<file path="config.mk">
export PLATFORM = sky130hd
export DESIGN_NAME = seven_segment_scroller
export DESIGN_NICKNAME = d
export VERILOG_FILES = /design/src/rtl/seg_pkg.sv /design/src/rtl/seven_segment_glyph.sv /design/src/rtl/seven_segment_scroller.sv
export SDC_FILE = /design/constraint.sdc
export NUM_CORES = 1
export LEC_CHECK = 0
export BUFFER_PORTS_ARGS = -buffer_cell sky130_fd_sc_hd__clkbuf_2
export CORE_MARGIN = 3
export CORE_UTILIZATION = 30
export DETAILED_ROUTE_END_ITERATION = 10
export GPL_ROUTABILITY_DRIVEN = 0
export PLACE_DENSITY = 0.47
export SYNTH_ARGS = -nofsm -noshare
export SYNTH_HDL_FRONTEND = slang
export SYNTH_HIERARCHICAL = 1
export SYNTH_SLANG_ARGS = --single-unit
</file>
<file path="constraint.sdc">
create_clock -name clk -period 12 [get_ports clk]
set_input_delay 2.4 -clock clk [delete_from_list [all_inputs] [get_ports clk]]
set_output_delay 2.4 -clock clk [all_outputs]
set_load 0.005 [all_outputs]
</file>
<file path="src/rtl/seg_pkg.sv">
// Shared seven-segment definitions: glyph codes, segment constants and scroll FSM states.
package seg_pkg;

    localparam logic [4:0] GLYPH_C     = 5'd10;
    localparam logic [4:0] GLYPH_L     = 5'd11;
    localparam logic [4:0] GLYPH_S     = 5'd12;
    localparam logic [4:0] GLYPH_d     = 5'd13;
    localparam logic [4:0] GLYPH_O     = 5'd14;
    localparam logic [4:0] GLYPH_P     = 5'd15;
    localparam logic [4:0] GLYPH_E     = 5'd16;
    localparam logic [4:0] GLYPH_n     = 5'd17;
    localparam logic [4:0] GLYPH_DASH  = 5'd18;
    localparam logic [4:0] GLYPH_BLANK = 5'd19;
    localparam logic [4:0] GLYPH_11    = 5'd20;
    localparam logic [4:0] GLYPH_L2    = 5'd21;
    localparam logic [4:0] GLYPH_V     = 5'd22;

    localparam logic [6:0] SEG_OFF     = 7'b1111111;
    localparam logic [6:0] SEG_UNUSED  = 7'b0110110;

    typedef enum logic {
        ST_IDLE   = 1'b0,
        ST_SCROLL = 1'b1
    } scroll_state_e;

endpackage

</file>
<file path="src/rtl/seven_segment_glyph.sv">
// Combinational glyph-code to active-low {a..g} segment encoder.
module seven_segment_glyph
    import seg_pkg::*;
(
    input  logic [4:0] code,
    output logic [6:0] seg
);

    always_comb begin
        seg = SEG_UNUSED;
        case (code)
            5'd0:        seg = 7'b0000001;
            5'd1:        seg = 7'b1001111;
            5'd2:        seg = 7'b0010010;
            5'd3:        seg = 7'b0000110;
            5'd4:        seg = 7'b1001100;
            5'd5:        seg = 7'b0100100;
            5'd6:        seg = 7'b0100000;
            5'd7:        seg = 7'b0001111;
            5'd8:        seg = 7'b0000000;
            5'd9:        seg = 7'b0000100;
            GLYPH_C:     seg = 7'b0110001;
            GLYPH_L:     seg = 7'b1110001;
            GLYPH_S:     seg = 7'b0100100;
            GLYPH_d:     seg = 7'b1000010;
            GLYPH_O:     seg = 7'b0000001;
            GLYPH_P:     seg = 7'b0011000;
            GLYPH_E:     seg = 7'b0110000;
            GLYPH_n:     seg = 7'b1101010;
            GLYPH_DASH:  seg = 7'b1111110;
            GLYPH_BLANK: seg = SEG_OFF;
            GLYPH_11:    seg = 7'b1001001;
            GLYPH_L2:    seg = 7'b1110001;
            GLYPH_V:     seg = 7'b1000001;
            default:     seg = SEG_UNUSED;
        endcase
    end

endmodule

</file>
<file path="src/rtl/seven_segment_scroller.sv">
// N-digit multiplexed seven-segment driver with static display and a scrolling
// message buffer, refreshed from an internal prescaler.
module seven_segment_scroller
    import seg_pkg::*;
#(
    parameter int DIGITS      = 4,
    parameter int REFRESH_DIV = 50000,
    parameter int SCROLL_DIV  = 64,
    parameter int MSG_MAX     = 32
) (
    input  logic                  clk,
    input  logic                  reset,
    input  logic                  mode,
    input  logic [5*DIGITS-1:0]   static_bin,
    input  logic                  msg_wr_valid,
    input  logic [4:0]            msg_wr_data,
    output logic                  msg_wr_ready,
    input  logic                  msg_clear,
    input  logic                  scroll_start,
    input  logic                  loop_en,
    output logic                  scroll_busy,
    output logic                  scroll_done,
    output logic [DIGITS-1:0]     AN,
    output logic [6:0]            seven_out
);

    localparam int RW = $clog2(REFRESH_DIV);
    localparam int IW = $clog2(DIGITS);
    localparam int FW = (SCROLL_DIV > 1) ? $clog2(SCROLL_DIV) : 1;
    localparam int PW = $clog2(MSG_MAX + 2*DIGITS + 1);
    localparam int LW = $clog2(MSG_MAX + 1);
    localparam int AW = (MSG_MAX > 1) ? $clog2(MSG_MAX) : 1;
    localparam int SW = PW + 1;

    logic [RW-1:0] rcnt;
    logic [IW-1:0] idx;
    logic [FW-1:0] fcnt;
    logic          slot_tick, frame_tick, step_tick;

    scroll_state_e state, state_nxt;
    logic [PW-1:0] pos, pos_nxt, end_pos;
    logic [LW-1:0] len;
    logic [4:0]    msg [MSG_MAX];
    logic          done_nxt, fcnt_clr, wr_en, clr_en;

    logic [DIGITS-1:0][4:0] static_v;
    logic [SW-1:0]          sidx;
    logic [4:0]             cur_code;
    logic [6:0]             cur_seg;

    assign slot_tick  = (rcnt == RW'(REFRESH_DIV-1));
    assign frame_tick = slot_tick && (idx == IW'(DIGITS-1));
    assign step_tick  = frame_tick && (fcnt == FW'(SCROLL_DIV-1));

    always_ff @(posedge clk or negedge reset) begin
        if (!reset) begin
            rcnt <= '0;
            idx  <= '0;
            fcnt <= '0;
        end else begin
            rcnt <= slot_tick ? '0 : rcnt + 1'b1;
            if (slot_tick)
                idx <= (idx == IW'(DIGITS-1)) ? '0 : idx + 1'b1;
            if (fcnt_clr)
                fcnt <= '0;
            else if (frame_tick)
                fcnt <= (fcnt == FW'(SCROLL_DIV-1)) ? '0 : fcnt + 1'b1;
        end
    end

    // Clear beats a coincident write by masking ready.
    assign msg_wr_ready = (state == ST_IDLE) && (len < LW'(MSG_MAX)) && !msg_clear;
    assign wr_en        = msg_wr_valid && msg_wr_ready;
    assign clr_en       = msg_clear && (state == ST_IDLE);
    assign end_pos      = PW'(len) + PW'(DIGITS);
    assign scroll_busy  = (state == ST_SCROLL);

    always_comb begin
        state_nxt = state;
        pos_nxt   = pos;
        done_nxt  = 1'b0;
        fcnt_clr  = 1'b0;
        case (state)
            ST_IDLE: begin
                if (scroll_start && (len != '0)) begin
                    state_nxt = ST_SCROLL;
                    pos_nxt   = '0;
                    fcnt_clr  = 1'b1;
                end
            end
            ST_SCROLL: begin
                if (step_tick) begin
                    if (pos == end_pos) begin
                        if (loop_en) begin
                            pos_nxt = '0;
                        end else begin
                            state_nxt = ST_IDLE;
                            done_nxt  = 1'b1;
                        end
                    end else begin
                        pos_nxt = pos + 1'b1;
                    end
                end
            end
            default: state_nxt = ST_IDLE;
        endcase
    end

    always_ff @(posedge clk or negedge reset) begin
        if (!reset) begin
            state       <= ST_IDLE;
            pos         <= '0;
            len         <= '0;
            scroll_done <= 1'b0;
        end else begin
            state       <= state_nxt;
            pos         <= pos_nxt;
            scroll_done <= done_nxt;
            if (clr_en)
                len <= '0;
            else if (wr_en)
                len <= len + 1'b1;
        end
    end

    // Contents are don't-care beyond len, so the array needs no reset.
    always_ff @(posedge clk) begin
        if (wr_en)
            msg[AW'(len)] <= msg_wr_data;
    end

    assign static_v = static_bin;

    // Digit idx maps to stream[pos + DIGITS-1-idx]; the message sits after DIGITS leading blanks.
    always_comb begin
        cur_code = GLYPH_BLANK;
        sidx     = SW'(pos) + SW'(DIGITS-1) - SW'(idx);
        if (!mode)
            cur_code = static_v[idx];
        else if ((sidx >= SW'(DIGITS)) && (sidx < SW'(DIGITS) + SW'(len)))
            cur_code = msg[AW'(sidx - SW'(DIGITS))];
    end

    seven_segment_glyph u_glyph (
        .code (cur_code),
        .seg  (cur_seg)
    );

    always_ff @(posedge clk or negedge reset) begin
        if (!reset) begin
            AN        <= '1;
            seven_out <= SEG_OFF;
        end else if (slot_tick) begin
            AN        <= ~(DIGITS'(1) << idx);
            seven_out <= cur_seg;
        end
    end

endmodule
</file>
Word-level counts from Yosys, hierarchy flattened
Memory sizes are Yosys's and may differ from the RTL's. A register that Yosys moved wholly into a read port is not among the register bits.
Index checks and enable logic that the tools add are counted.
{"block": "word_totals", "mem_count": 2, "in_bits": 32, "romBits": 224, "reg_bits": 42, "mem_bits_rw": 160}
{"name": "(name not given)", "depth": 32, "width": 7, "read_ports": 1, "rd_ports_with_merged_regs": 1, "write_ports": 0, "line": "seven_segment_glyph.sv:11", "rtl": "case (code)"}
{"name": "msg", "depth": 32, "width": 5, "read_ports": 1, "rd_ports_with_merged_regs": 0, "write_ports": 1, "line": "seven_segment_scroller.sv:43", "rtl": "logic [4:0] msg [MSG_MAX];"}
{"block": "op_classes", "addsub": 10, "eq_ne": 7, "bitwise_logic": 2, "magnitude_cmp": 4, "n_reduce_logical": 14, "shifts": 1, "mux": 28}
{"operator": "two-way mux 6 bit", "n": 9}
{"operator": "adder 6 x 1 -> 6 bit (second input constant)", "n": 3}
{"operator": "adder 16 x 1 -> 16 bit (second input constant)", "n": 1}
{"operator": "equality test 16 bit (second input constant)", "n": 1}
{"operator": "two-way mux 16 bit", "n": 1}
{"operator": "two-way mux 5 bit", "n": 3}
{"operator": "case mux 6 bit (2 select lines)", "n": 1}
{"operator": "two-way mux 1 bit", "n": 11}
{"operator": "binary-select mux 5 bit (select 2 bit)", "n": 1}
{"operator": "logical AND 1 bit", "n": 8}
{"operator": "adder 3 x 6 -> 7 bit (first input constant)", "n": 1}
{"operator": "adder 6 x 2 -> 7 bit (second input constant)", "n": 1}
{"operator": "greater-or-equal comparator 7 x 3 -> 1 bit (second input constant)", "n": 1}
{"operator": "less-than comparator 7 bit", "n": 1}
{"operator": "subtractor 7 x 2 -> 7 bit", "n": 1}
{"operator": "adder 6 x 3 -> 6 bit (second input constant)", "n": 1}
{"operator": "equality test 6 bit", "n": 1}
{"operator": "equality test 6 bit (second input constant)", "n": 1}
{"operator": "less-than comparator 6 bit (second input constant)", "n": 1}
{"operator": "nonzero test 6 bit", "n": 1}
{"operator": "subtractor 5 x 3 -> 5 bit (second input constant)", "n": 1}
{"operator": "NOT 4 bit", "n": 1}
{"operator": "nonzero test 2 bit", "n": 2}
{"operator": "left shift 1 x 2 -> 4 bit (first input constant)", "n": 1}
{"operator": "other kinds (11)", "n": 12}

Logic depth before layout (Yosys ltp)
Gate-level depths: netlist (run 1).
{"block": "logic_depth", "depth_word": 6, "ltp_mapped": 22, "ltp_nobuf": 20}

By module
Netlist (run 1), hierarchy kept.
{"mod": "seven_segment_scroller", "area_per_inst_um2": 9474.1, "instances": 1, "cells_each": 642, "seq_area_each_um2": 6044.5}
{"mod": "seven_segment_glyph", "area_per_inst_um2": 455.4, "instances": 1, "cells_each": 57, "seq_area_each_um2": 0.0}

Worst setup path before layout (run 1)
Ideal clock, no wire load.
{"block": "synth_path", "kind": "input port to output port", "from": "in msg_clear", "to": "out msg_wr_ready", "stages": 1, "arrival_time_ps": 2591, "path_slack_ps": 7009, "required_ps": 9600, "path_cell_list": "nor3_1"}
{"block": "synth_between", "elab_chain_cells": 2}
{"item": "start, declared", "line": "seven_segment_scroller.sv:18", "rtl": "input logic msg_clear,"}
{"item": "zero test 1 bit", "line": "seven_segment_scroller.sv:72", "rtl": "assign msg_wr_ready = (state == ST_IDLE) && (len < LW'(MSG_MAX)) && !msg_clear;"}
{"item": "logical AND 1 bit", "line": "seven_segment_scroller.sv:72"}
{"item": "end, declared", "line": "seven_segment_scroller.sv:17", "rtl": "output logic msg_wr_ready,"}
No other way between the ends.

Worst setup path after layout (run 1)
{"block": "layout_path", "from": "reg idx[1]", "to": "reg seven_out[5]"}
{"block": "layout_between", "elab_chain_cells": 5, "word_cells_on_any_way": 10}
{"item": "start, declared", "line": "seven_segment_scroller.sv:36", "rtl": "logic [IW-1:0] idx;"}
{"item": "start signal, assigned", "line": "seven_segment_scroller.sv:63", "rtl": "idx <= (idx == IW'(DIGITS-1)) ? '0 : idx + 1'b1;"}
{"item": "subtractor 7 x 2 -> 7 bit", "line": "seven_segment_scroller.sv:137", "rtl": "sidx = SW'(pos) + SW'(DIGITS-1) - SW'(idx);"}
{"item": "subtractor 5 x 3 -> 5 bit (tied with other cells)", "line": "seven_segment_scroller.sv:141", "rtl": "cur_code = msg[AW'(sidx - SW'(DIGITS))];"}
{"item": "memory read (32 x 5 bit) / logical AND 1 bit (equally long branches)"}
{"item": "two-way mux 5 bit", "line": "seven_segment_scroller.sv:140", "rtl": "else if ((sidx >= SW'(DIGITS)) && (sidx < SW'(DIGITS) + SW'(len)))"}
{"item": "two-way mux 5 bit (*)", "line": "seven_segment_scroller.sv:138", "rtl": "if (!mode)"}
{"item": "named net cur_code[1]", "line": "seven_segment_scroller.sv:48", "rtl": "logic [4:0] cur_code;"}
{"item": "end, declared", "line": "seven_segment_scroller.sv:24", "rtl": "output logic [6:0] seven_out"}
The timed path passes the listed nets; every way through them passes the cells marked *. The select of a mux whose other input is x is not followed.
A chain may end at the register's enable or synchronous reset.

==> run metrics, run 1 <==
multi-input combinational cell area=3666 um^2; Pre-Repair DR Iteration Count=4; worst min path class=reg2reg; Vias=5734; Area growth, synth to finish=14.47%; IO Count=46; TNS Setup=0 ns; count of final hold-check violations=0; area leader, netlist=edfxtp_1; buffers added on ports=45; Routed Antenna Nets=0; fin. max-slew vios=0; Slew @ Worst Pin=1.082 ns; Ant. Diodes=0; pwr/cell area=around 190 nW/um^2; number of global-route vias before repair=between 5000 and 6000; HP Start=seven_out[0]; asr flop ratio synth=between 20% and 30%; final core occ=roughly 35%; synthesized area=roughly 10000 um^2; top-area cell type share of the netlist area=roughly half; status=finished, final reports clean; clock slew at reported path FFs=~0.06 ns; required time worst endpoint=~12 ns; WL final=22020 um; Synth area leaders=edfxtp_1, dfrtp_1, mux4_2, ha_1, nor2_1; GR Overflow Total=0; first-pass GRT wire length=about 35000 um; RSZ-0062 raised after global routing=false; RR Startpoint=idx[1]; Routed wire per std cell=18.28 um; Tcrit/Tclk final=about 46%; FF+latch count, synth=209; sequential fraction of the synthesis area=roughly three fifths; Die Wd=187.9 um; Worst Skew=0.02361 ns; Worst IR Drop VDD=about 99 uV; Placement Setup Slack=around 6.4 ns; initial core utilization=about 31%; minimum clock period=5.549 ns; syn_area_per_cell=14.21 um^2; Synth Flop Type=edfxtp_1; cells after synthesis=between 600 and 700; critical path's slowest cell=fa_1; layout filler cell count=approximately 3000; die area=around 35000 um^2; DR vias/cell=approximately 4.8; Critical path origin=idx[1]; Register Area=between 6000 and 7000 um^2; Setup Buffers After CTS=0; max-cap violation count=0; DP HPWL=14820 um; most common cell in the netlist=edfxtp_1; initial DRC count=301; crit path DAT=approximately 6.0 ns; CTS tree=yes; # rows=65; kind of critical path=reg2reg; clk_lat worst skew=about 0.54 ns; CP max stage delay=a little under 0.7 ns; core footprint=around 32000 um^2; fmax=180.2 MHz; CTS buffer count=24; CP Launch Type=flip-flop; share of layout cells above drive strength 1=21.85%; Crit Path Max Fanout=18; CP endpoint kind=flip-flop; crit-path cells=inv_1 > ha_1 > ha_2 > fa_1 > inv_1 > ha_1 > xor3_2 > mux2_2 > nor4_1 > o32a_1 > inv_1 > ha_1 > mux2_1 > o221ai_1 > o21ai_1 > nand2_1 > nand2_1; slack of the critical path=about 6.5 ns; Synth Warn #=6; initial antenna violation count=0; clock root cell=clkbuf_16; Max H-tree Level=1; largest net degree at the start of global routing=50; Sink Count=about 210; hold_buf cts=0; number of synthesized flops with an enable pin=160; die height=between 150 and 200 um; most instantiated cells after synthesis=edfxtp_1, nor2_1, nand2_1; leakage power=approximately 4.1 nW; Max-slew headroom=27.43%; DRC viols=0; All-Layer GR Usage=between 10% and 20%; Clock Tree Buf Depth=3; CTS resizes=0; Synth cell types=between 60 and 70; # setup viols final=0; syn nets=768; Final #Nets=just over 800
[through the flow]
stage	power, W	hold WS [ns]	std cells	area [um^2]
after floorplan	0.001292	0.4436	699	9930
after global placement	0.001425	0.4469	1160	10600
after detailed placement	0.001424	0.4435	1160	10600
after CTS	0.002142	0.4531	1204	11370
after global routing	0.002232	0.4758	1204	11370
final	0.002113	0.4478	1204	11370
[registers in the layout (all words and copies together), names as in the netlist]
signal,count
scroll_busy,1
idx,2
len,6
msg,160
AN,4
seven_out,7
rcnt,16
scroll_done,1
fcnt,6
pos,6
[layout make-up]
type,count,share of cell area (%)
Clock buffer,31,5.515
Timing Repair Buffer,50,2.312
Clock inverter,13,1.255
Inverter,21,0.6935
Tap cell,435,4.789
Sequential cell,209,53.18
Multi-Input combinational cell,445,32.25
[kinds of logic after synthesis]
family	synth area share, %
flops	60.87
simple gates	11.10
xor+xnor	3.390
buf+inv	2.394
compound gates	4.612
fa+ha+maj	4.839
mux	12.79
[path summary, 6_finish.rpt]
kind / end / slack (ns) / cells after the start
max in group asynchronous: len[1] / 9.60 / 2
max reg2reg: seven_out[5] / 6.45 / 17
max: seven_out[5] / 6.45 / 17
min in group asynchronous: len[3] / 1.99 / 2
min: seven_out[0] / 0.45 / 2
min reg2reg: seven_out[0] / 0.45 / 2
[critical path: cells and delay by family (launching register included)]
kind	cells	cell delay, ns
muxes	2	0.70
xor gates and xnor gates	1	0.60
AOI/OAI and AO/OA	3	0.72
and+or+nand+nor	3	0.68
DFF	1	0.50
adders and majority gates	5	1.80
buffers and inverters	3	0.49
[placed cells by master, fill, tap and decap left out, types with 20 or more instances in the layout]
cell type and count:
clkbuf_16 24, edfxtp_1 160, dfrtp_1 38, nand2_1 54, mux4_2 41, nand3_1 22, clkbuf_2 45, nor2_1 99
ha_1 34, inv_1 20
[report_power, final]
| part | internal [W] | switching, W |
|---|---|---|
| clock | 0.000415 | 0.000291 |
| sequential | 0.000793 | 0.0000223 |
| combinational | 0.000260 | 0.000331 |
[per-layer routing]
layer / up-vias / share of wire, % / GRT usage [%]
met1: 2849 / 46 / 17.57
met4: 0 / 2.0 / 2.684
li1: 2719 / - / -
met3: 31 / 5.1 / 2.225
met5: - / 0 / 0
met2: 135 / 47 / 20.16
No activity file was read; power rests on OpenSTA's default activity.
==> run 2: changes to the inputs <==
Settings changed: PLACE_DENSITY 0.47 to 0.48.
Clock period 12 ns to 5.01 ns, I/O delays scaled along.
==> run 2 against run 1 <==
- critical path depth increased by 1
- highest routed layer unchanged
- critical endpoint unchanged
- critical path type unchanged
- maximum frequency increased by 19%
- flip-flop and latch count unchanged
- cell count increased by 1.1%
==> run metrics, run 2 (synthesized netlist as in run 1, its figures left out) <==
Worst IR Drop VDD=227.9 uV; Final #Nets=833; Crit Path Max Fanout=18; fmax=about 220 MHz; number of global-route vias before repair=approximately 6000; DP HPWL=about 16000 um; Max-slew headroom=approximately half; kind of critical path=reg2reg; IO Count=46; register with the most flip-flops=msg; busiest layer in global routing=met2; # rows=65; initial antenna violation count=0; worst min path class=reg2reg; final core occ=~36%; clock root cell=clkbuf_16; minimum clock period=roughly 4.6 ns; required time worst endpoint=between 5 and 6 ns; CP endpoint kind=flip-flop; clk_lat worst skew=between 0.5 and 0.6 ns; die area=between 30000 and 40000 um^2; Routed Antenna Nets=0; pwr/cell area=468.4 nW/um^2; Pre-Repair DR Iteration Count=4; CTS buffer count=24; initial core utilization=30.91%; met2 Use GR=around a fifth; buffers added on ports=45; die height=~190 um; Min Hold Slack=around 0.45 ns; GR Overflow Total=0; hold_buf cts=0; Max H-tree Level=1; TNS Setup=0 ns; WL final=approximately 23000 um; max-cap violation count=0; Worst Skew=0.02004 ns; share of layout cells above drive strength 1=about a quarter; crit path DAT=between 5 and 6 ns; largest net degree at the start of global routing=50; Slew @ Worst Pin=between 0.7 and 0.8 ns; first-pass GRT wire length=around 35000 um; Die Wd=187.9 um; core footprint=32120 um^2; All-Layer GR Usage=12.87%; DR vias/cell=~4.7; Ant. Diodes=0; Largest register FFs=160; Routed wire per std cell=between 15 and 20 um; Tcrit/Tclk final=92.69%; Area growth, synth to finish=17.59%; largest registers=msg (160), rcnt (16), seven_out (7); status=finished, final reports clean; Vias=5743; M1 GR Usage=between 15 and 20%; Clock Tree Buf Depth=3; initial DRC count=302; # setup viols final=0; CTS tree=yes; RSZ-0062 raised after global routing=false; DRC viols=0; CP Launch Type=flip-flop; met3 usage=about 2.5%; most frequent cells in the layout=edfxtp_1, nor2_1, nand2_1, clkbuf_2, mux4_2; count of final hold-check violations=0; leakage power=around 4.3 nW; fin. max-slew vios=0; clock slew at reported path FFs=roughly 0.06 ns; Sink Count=about 210; most common cell after layout, fill and taps aside=edfxtp_1
run 2: cell types whose count changed in the layout (fill, tap and decap cells not counted), sizes merged:
cell and delta:
buf +13, bufinv +5, clkbuf -4, clkinv -4
clkinvlp +3
run 2: path summary, 6_finish.rpt:
check                      cells past startpoint    startpoint  slack (ns)      endpoint
setup / recovery                              18        idx[1]        0.37  seven_out[5]
hold / removal                                 2  seven_out[5]        0.45  seven_out[5]
setup reg to reg                              18        idx[1]        0.37  seven_out[5]
hold reg to reg                                2  seven_out[5]        0.45  seven_out[5]
max in group asynchronous                      2         reset        4.00        len[0]
min in group asynchronous                      2         reset        0.58       rcnt[2]
run 2: power by group:
part / leakage, nW / switching, W / internal (W)
sequential: 2.05 / 0.0000529 / 0.00190
clock: 0.453 / 0.000739 / 0.00130
combinational: 1.75 / 0.000799 / 0.000685
run 2: repair_timing:
item,4_1_cts,5_1_grt
endpoints found under the setup margin,0,4
resized for setup,0,3
buffers inserted,0,3
run 2: final cells by class:
| cell class | count | area (um^2) |
|---|---|---|
| Clock buffer | 27 | 641.9 |
| Clock inverter | 17 | 304.0 |
| Fill cell | 3078 | 20450 |
| Inverter | 21 | 78.83 |
| Multi-Input combinational cell | 445 | 3677 |
| Sequential cell | 209 | 6045 |
| Tap cell | 435 | 544.3 |
| Timing Repair Buffer | 63 | 385.4 |
run 2: through the flow:
stage | instances | instance area [um^2] | total power [W] | setup WS [ns]
2_1_floorplan | 699 | 9930 | 0.003093 | 0.1951
3_3_place_gp | 1170 | 10700 | 0.003459 | 0.2371
3_5_place_dp | 1170 | 10700 | 0.003457 | 0.1479
4_1_cts | 1214 | 11640 | 0.005510 | 0.1177
5_1_grt | 1217 | 11680 | 0.005756 | 0.04734
6_report | 1217 | 11680 | 0.005469 | 0.3660
run 2: worst max-delay path, stage by stage (launching register included):
cell      delay (ns)
dfrtp_1         0.38
inv_1           0.11
ha_1            0.25
ha_2            0.22
fa_1            0.40
xor2_1          0.28
inv_1           0.11
ha_1            0.21
xor3_4          0.60
mux2_2          0.33
nor4_2          0.29
o32a_1          0.27
inv_1           0.15
ha_1            0.33
mux2_1          0.28
o221ai_1        0.16
o21ai_1         0.09
nand2_1         0.06
nand2_1         0.05
run 2: metal layers:
metal	wire length, um	vias up
met5	0	-
met4	357	0
met3	1038	26
met2	10510	86
met1	10860	2872
li1	-	2759
